[src/rtl/fifo_pkg.sv]
// rtl/fifo_pkg.sv - shared types and defaults for the sync FIFO, its read adapter and bench
package fifo_pkg;

  localparam int DEF_DATA_WIDTH = 16;
  localparam int DEF_FIFO_DEPTH = 16;
  localparam int DEF_SKID_DEPTH = 2;

  typedef logic [DEF_DATA_WIDTH-1:0] fifo_data_t;

  typedef enum logic [1:0] {
    OCC_IDLE,
    OCC_FILL,
    OCC_FULL
  } occ_state_e;

  // Classify a buffer level (stored beats plus the beat still in flight).
  function automatic occ_state_e occ_state_of(input int unsigned level, input int unsigned depth);
    if (level == 0) return OCC_IDLE;
    if (level >= depth) return OCC_FULL;
    return OCC_FILL;
  endfunction

endpackage

[src/rtl/fifo_rd_stream_adapter_if.sv]
// rtl/fifo_rd_stream_adapter_if.sv - FIFO read side and valid/ready stream side of the read adapter
interface fifo_rd_stream_adapter_if #(
  parameter int DATA_WIDTH = fifo_pkg::DEF_DATA_WIDTH
);

  logic                  fifo_rd_en;
  logic [DATA_WIDTH-1:0] fifo_data_out;
  logic                  fifo_empty;
  logic                  fifo_underflow;
  logic                  m_valid;
  logic [DATA_WIDTH-1:0] m_data;
  logic                  m_ready;

  modport master (
    output fifo_rd_en, m_valid, m_data,
    input  fifo_data_out, fifo_empty, fifo_underflow, m_ready
  );

  modport slave (
    input  fifo_rd_en, m_valid, m_data,
    output fifo_data_out, fifo_empty, fifo_underflow, m_ready
  );

endinterface

[src/rtl/fifo_rd_skid_buf.sv]
// rtl/fifo_rd_skid_buf.sv - circular skid buffer: storage, wrapping pointers and occupancy
module fifo_rd_skid_buf #(
  parameter int DATA_WIDTH = fifo_pkg::DEF_DATA_WIDTH,
  parameter int SKID_DEPTH = fifo_pkg::DEF_SKID_DEPTH
) (
  input  logic                            clk,
  input  logic                            rst_n,
  input  logic                            wr_en,
  input  logic [DATA_WIDTH-1:0]           wr_data,
  input  logic                            rd_en,
  output logic [DATA_WIDTH-1:0]           rd_data,
  output logic [$clog2(SKID_DEPTH+1)-1:0] occ
);

  localparam int PTR_W = $clog2(SKID_DEPTH);

  logic [DATA_WIDTH-1:0] mem [SKID_DEPTH];
  logic [PTR_W-1:0]      wr_ptr;
  logic [PTR_W-1:0]      rd_ptr;

  function automatic logic [PTR_W-1:0] ptr_inc(input logic [PTR_W-1:0] p);
    return (p == PTR_W'(SKID_DEPTH - 1)) ? '0 : p + 1'b1;
  endfunction

  // Storage is reset too so the head word reads as zero after reset.
  always_ff @(posedge clk or negedge rst_n) begin
    if (!rst_n) begin
      wr_ptr <= '0;
      rd_ptr <= '0;
      occ    <= '0;
      for (int i = 0; i < SKID_DEPTH; i++) begin
        mem[i] <= '0;
      end
    end else begin
      if (wr_en) begin
        mem[wr_ptr] <= wr_data;
        wr_ptr      <= ptr_inc(wr_ptr);
      end
      if (rd_en) begin
        rd_ptr <= ptr_inc(rd_ptr);
      end
      case ({wr_en, rd_en})
        2'b10:   occ <= occ + 1'b1;
        2'b01:   occ <= occ - 1'b1;
        default: occ <= occ;
      endcase
    end
  end

  assign rd_data = mem[rd_ptr];

endmodule

[src/rtl/fifo_rd_stream_adapter.sv]
// rtl/fifo_rd_stream_adapter.sv - FIFO read side to valid/ready stream; FIFO_RD_STATS_EN adds beat/stall counters
module fifo_rd_stream_adapter
  import fifo_pkg::*;
#(
  parameter int DATA_WIDTH = DEF_DATA_WIDTH,
  parameter int SKID_DEPTH = DEF_SKID_DEPTH
) (
  input  logic                      clk,
  input  logic                      rst_n,
  input  logic                      en,
  fifo_rd_stream_adapter_if.master  bus,
  output logic                      busy,
  output logic                      err_underflow
`ifdef FIFO_RD_STATS_EN
  ,
  output logic [31:0]               beat_cnt,
  output logic [31:0]               stall_cnt
`endif
);

  localparam int OCC_W = $clog2(SKID_DEPTH + 1);
  localparam int LVL_W = OCC_W + 1;

  logic [OCC_W-1:0]      occ;
  logic                  inflight;
  logic                  pop;
  logic [LVL_W-1:0]      level_next;
  logic [LVL_W-1:0]      level_after;
  logic [DATA_WIDTH-1:0] head_data;
  occ_state_e            state;
  occ_state_e            state_next;

  fifo_rd_skid_buf #(
    .DATA_WIDTH (DATA_WIDTH),
    .SKID_DEPTH (SKID_DEPTH)
  ) u_skid (
    .clk     (clk),
    .rst_n   (rst_n),
    .wr_en   (inflight),
    .wr_data (bus.fifo_data_out),
    .rd_en   (pop),
    .rd_data (head_data),
    .occ     (occ)
  );

  assign bus.m_valid = (occ != '0);
  assign bus.m_data  = head_data;
  assign pop         = bus.m_valid & bus.m_ready;

  // Reserve a slot for every beat already requested so the buffer can never overrun.
  assign level_next     = LVL_W'(occ) + LVL_W'(inflight) - LVL_W'(pop);
  assign bus.fifo_rd_en = en & ~bus.fifo_empty & (level_next < LVL_W'(SKID_DEPTH));
  assign level_after    = level_next + LVL_W'(bus.fifo_rd_en);

  always_ff @(posedge clk or negedge rst_n) begin
    if (!rst_n) begin
      inflight      <= 1'b0;
      err_underflow <= 1'b0;
      state         <= OCC_IDLE;
    end else begin
      inflight      <= bus.fifo_rd_en;
      err_underflow <= err_underflow | bus.fifo_underflow;
      state         <= state_next;
    end
  end

  always_comb begin
    state_next = state;
    state_next = occ_state_of(32'(level_after), SKID_DEPTH);
  end

  // The state register tracks occ/inflight exactly, so busy comes straight from it.
  assign busy = (state != OCC_IDLE);

`ifdef FIFO_RD_STATS_EN
  always_ff @(posedge clk or negedge rst_n) begin
    if (!rst_n) begin
      beat_cnt  <= '0;
      stall_cnt <= '0;
    end else begin
      beat_cnt  <= beat_cnt + 32'(pop);
      stall_cnt <= stall_cnt + 32'(bus.m_valid & ~bus.m_ready);
    end
  end
`endif

endmodule

[src/flat_wrapper.sv]
// flat-port wrapper written by rule: the top's interface ports become plain ports
module fifo_rd_stream_adapter_flat import fifo_pkg::*;
#(
  parameter int DATA_WIDTH = DEF_DATA_WIDTH,
  parameter int SKID_DEPTH = DEF_SKID_DEPTH
)
  (clk, rst_n, en, busy, err_underflow, bus_fifo_rd_en, bus_m_valid, bus_m_data, bus_fifo_data_out, bus_fifo_empty, bus_fifo_underflow, bus_m_ready);
  fifo_rd_stream_adapter_if #(.DATA_WIDTH(DATA_WIDTH)) bus_i ();
  input  logic clk;
  input  logic rst_n;
  input  logic en;
  output logic busy;
  output logic err_underflow;
  output wire logic [$bits(bus_i.fifo_rd_en)-1:0] bus_fifo_rd_en;
  output wire logic [$bits(bus_i.m_valid)-1:0] bus_m_valid;
  output wire logic [$bits(bus_i.m_data)-1:0] bus_m_data;
  input wire logic [$bits(bus_i.fifo_data_out)-1:0] bus_fifo_data_out;
  input wire logic [$bits(bus_i.fifo_empty)-1:0] bus_fifo_empty;
  input wire logic [$bits(bus_i.fifo_underflow)-1:0] bus_fifo_underflow;
  input wire logic [$bits(bus_i.m_ready)-1:0] bus_m_ready;
  assign bus_fifo_rd_en = bus_i.fifo_rd_en;
  assign bus_m_valid = bus_i.m_valid;
  assign bus_m_data = bus_i.m_data;
  assign bus_i.fifo_data_out = bus_fifo_data_out;
  assign bus_i.fifo_empty = bus_fifo_empty;
  assign bus_i.fifo_underflow = bus_fifo_underflow;
  assign bus_i.m_ready = bus_m_ready;
  fifo_rd_stream_adapter #(.DATA_WIDTH(DATA_WIDTH), .SKID_DEPTH(SKID_DEPTH)) u_core (.clk(clk), .rst_n(rst_n), .en(en), .bus(bus_i), .busy(busy), .err_underflow(err_underflow));
endmodule
[config.mk]
export PLATFORM = sky130hd
export DESIGN_NAME = fifo_rd_stream_adapter_flat
export DESIGN_NICKNAME = d
export VERILOG_FILES = /design/src/rtl/fifo_pkg.sv /design/src/rtl/fifo_rd_stream_adapter_if.sv /design/src/rtl/fifo_rd_skid_buf.sv /design/src/rtl/fifo_rd_stream_adapter.sv /design/src/flat_wrapper.sv
export SDC_FILE = /design/constraint.sdc
export NUM_CORES = 1
export LEC_CHECK = 0
export CAP_MARGIN = 20
export CELL_PAD_IN_SITES_DETAIL_PLACEMENT = 1
export CELL_PAD_IN_SITES_GLOBAL_PLACEMENT = 1
export CORE_UTILIZATION = 36
export CTS_CLUSTER_DIAMETER = 50
export DETAILED_ROUTE_END_ITERATION = 10
export HOLD_SLACK_MARGIN = 0.06
export PLACE_DENSITY = 0.73
export SLEW_MARGIN = 25
export SYNTH_ARGS = -nofsm -noshare
export SYNTH_HDL_FRONTEND = slang
export SYNTH_SLANG_ARGS = --single-unit
[constraint.sdc]
create_clock -name clk -period 2.63 [get_ports clk]
set_input_delay 0.3945 -clock clk [delete_from_list [all_inputs] [get_ports clk]]
set_output_delay 0.3945 -clock clk [all_outputs]
set_load 0.03 [all_outputs]
==> metrics.txt <==
TritonCTS Buffers 5; DRC 0; clk_skew 6.725 ps; uppermost layer routed met4; Placed Cells roughly 230; failing checks negative setup slack; commonest cells in the netlist mux2_2, dfrtp_1, ha_1, xor2_1; filler instances approximately 480; Clock Tree Buf Depth 2; H-Tree Depth 2; DR WL/cell 15.38 um; CP Launch Type flip-flop; met2 wire len 1912 um; die width 72.77 um; Worst-Skew Late Latency 290 ps; site row count 25; area leader, netlist dfrtp_1; Top FF cell, synth dfrtp_1; internal reg-to-reg setup slack -140 ps; clk slew on worst S/H paths 80 ps; DR iter-0 viols 77; fin worst setup slack -315.7 ps; Tightest Hold Check Type reg2reg; port buffer count 41; fmax 339.5 MHz; status finished with violations; Power Total 0.003760 W; Die Ht 72.77 um; largest net degree at the start of global routing 41; Synth Instances 120; die area 0.005295 mm^2; Mapped Nets 148; initial antenna violation count 0; starting density of the core 0.3767; Power Internal 0.002379 W; Critical R2R Capture u_core.state[0]$_DFF_PN0_; first-pass GRT wire length 6244 um; Syn-to-layout area delta 43.44%; worst r2r path cells 14; Final Setup Violations 3; top-count cell post-synth mux2_2; GRT Overall Usage 0.1606; # Max-Cap Violations 0; Setup crit end kind output port; Post-DRT Antenna Nets 0; via/cell ratio roughly 4.6; Seq/Total Area, Yosys 0.5552; Synthesis Warnings 0; Peak supply drop 648.7 uV; sw frac 0.3673; CTS tree done; area of the multi-input gates 840.8 um^2; Tmin final 2946 ps; RSZ-0062 raised after global routing yes; root buffer cell clkbuf_8; transition time of the tightest slew-check pin a little over 500 ps; Leakage 1.086 nW; CTS Sinks 40; Mapped Area 0.001803 mm^2; share of the synthesized area in the top cell type 0.5552; combinational share of power 0.566; Post-synth EDFFs 0; final net count 204; grt ovf 0; Clk pwr share 0.146; R2R Path Start u_core.u_skid.occ[1]$_DFFE_PN0N_; ratio of final minimum period to clock period 1.120; First-pass DRT Iterations 4; Reg area 0.001002 mm^2; critical path class reg2out; critical path launch point u_core.u_skid.occ[1]$_DFFE_PN0N_; PwrDens 1454 mW/mm^2; data required time of the worst path 2240 ps; Routed met3 length 188 um; core area 0.004786 mm^2; number of global-route vias before repair 1280; Synth Register Bits 40; antenna diode count 0; WL final 3753 um; post-synthesis async set-or-reset flop share 1.000; Final Hold Viols 0; M1 wire length 1608 um; CP Max Fanout 2; layout cells sized above 1 0.4972; Post-Layout Cell Count 244; Critical Path End bus_fifo_rd_en; critical path arrival 2550 ps; Yosys cell types 18; Slew Limit Headroom 0.6576; Via Count ~1100; Post-DP HPWL ~2600 um; sw power 0.001381 W; max-slew violations 0; Top Ports 42; routability cong. ~0.66; Syn Area/Cell 15.02 um^2; top cells by area, synth dfrtp_1, mux2_2, ha_1, xor2_1, xnor2_1; sequential share of power 0.289
## registers in the layout (all words and copies together) (netlist names)
name / cells
u_core.err_underflow: 1
u_core.inflight: 1
u_core.u_skid.rd_ptr: 1
u_core.u_skid.occ: 2
u_core.u_skid.mem: 32
u_core.u_skid.wr_ptr: 1
u_core.state: 2
## repair_timing
action / CTS / global route
pin swaps: 4 / 1
gates resized for setup: 5 / 0
hold endpoints to repair: 0 / 11
hold buffers: 0 / 1
endpoints found under the setup margin: 3 / 3
setup buffers: 3 / 0
## cells in the final DEF, fill, tap and decap left out, types with 2 or more instances in the layout
master	n
clkdlybuf4s50_1	39
ha_4	4
inv_2	2
buf_4	9
dfrtp_1	39
clkbuf_8	7
xnor2_1	2
mux2_2	48
buf_6	2
xor2_1	3
nand2_2	2
or2_2	2
## per-stage QoR
step           area, um^2  TNS, ps  utilization  hold WS (ps)  worst slack, ps
2_1_floorplan        1873   -726.7            -         98.91           -367.4
3_3_place_gp         2380   -507.5       0.4973         450.3           -182.0
3_5_place_dp         2380   -765.0       0.4973         461.5           -283.7
4_1_cts              2556   -608.4       0.5341         246.2           -346.1
5_1_grt              2586   -887.0       0.5404         509.7           -434.2
6_report             2586   -532.5       0.5404         467.9           -315.7
## cell type report
type                    instances  share of cell area
flip-flops and latches         40              0.3875
multi-input cells              72              0.3251
clock inverters                 1             0.01161
inverters                       4            0.006773
clock buffers                   7             0.03725
repair buffers                 53              0.1993
well taps                      67             0.03241
## critical path: stages (launching register included)
cell and delay, ps:
dfrtp_2 410, or2_4 230, and2_4 150, ha_4 220
inv_4 60, ha_4 110, inv_2 30, fa_2 530
nand2_2 70, nor3_4 200, buf_6 130, buf_6 120
## metal layers
| metal | track usage | vias up |
|---|---|---|
| met2 | 0.2669 | 27 |
| met1 | 0.1970 | 571 |
| met3 | 0.05387 | 4 |
| met4 | 0.05229 | 0 |
| met5 | 0 | - |
| li1 | - | 526 |
## power by group through the flow
stage | registers [W] | clock network (W) | logic, W
after floorplan | 0.00105 | 0 | 0.00141
after global placement | 0.00107 | 0 | 0.00198
after detailed placement | 0.00110 | 0 | 0.00206
after CTS | 0.00109 | 0.000565 | 0.00216
after global routing | 0.00113 | 0.000590 | 0.00228
final | 0.00109 | 0.000548 | 0.00213
## logic make-up (layout without fill, tap and decap cells)
group,Yosys count,in the layout,synth area share
AND/OR/NAND/NOR,11,11,0.03887
buffers and inverters,8,65,0.02637
XOR/XNOR,7,7,0.03400
flip-flops,40,40,0.5552
adder cells (fa/ha/maj),6,6,0.04580
multiplexers,48,48,0.2998
## how the worst min path moves through the flow
stage,start,endpoint,depth (start not counted)
final,u_core.err_underflow$_DFF_PN0_,u_core.err_underflow$_DFF_PN0_,1
after CTS,rst_n,u_core.u_skid.mem[11]$_DFFE_PN0P_,1
after global placement,u_core.err_underflow$_DFF_PN0_,u_core.err_underflow$_DFF_PN0_,1
after global routing,u_core.err_underflow$_DFF_PN0_,u_core.err_underflow$_DFF_PN0_,1
after floorplan,rst_n,u_core.err_underflow$_DFF_PN0_,0
after detailed placement,u_core.err_underflow$_DFF_PN0_,u_core.err_underflow$_DFF_PN0_,1
No activity file was read; power rests on OpenSTA's default activity.
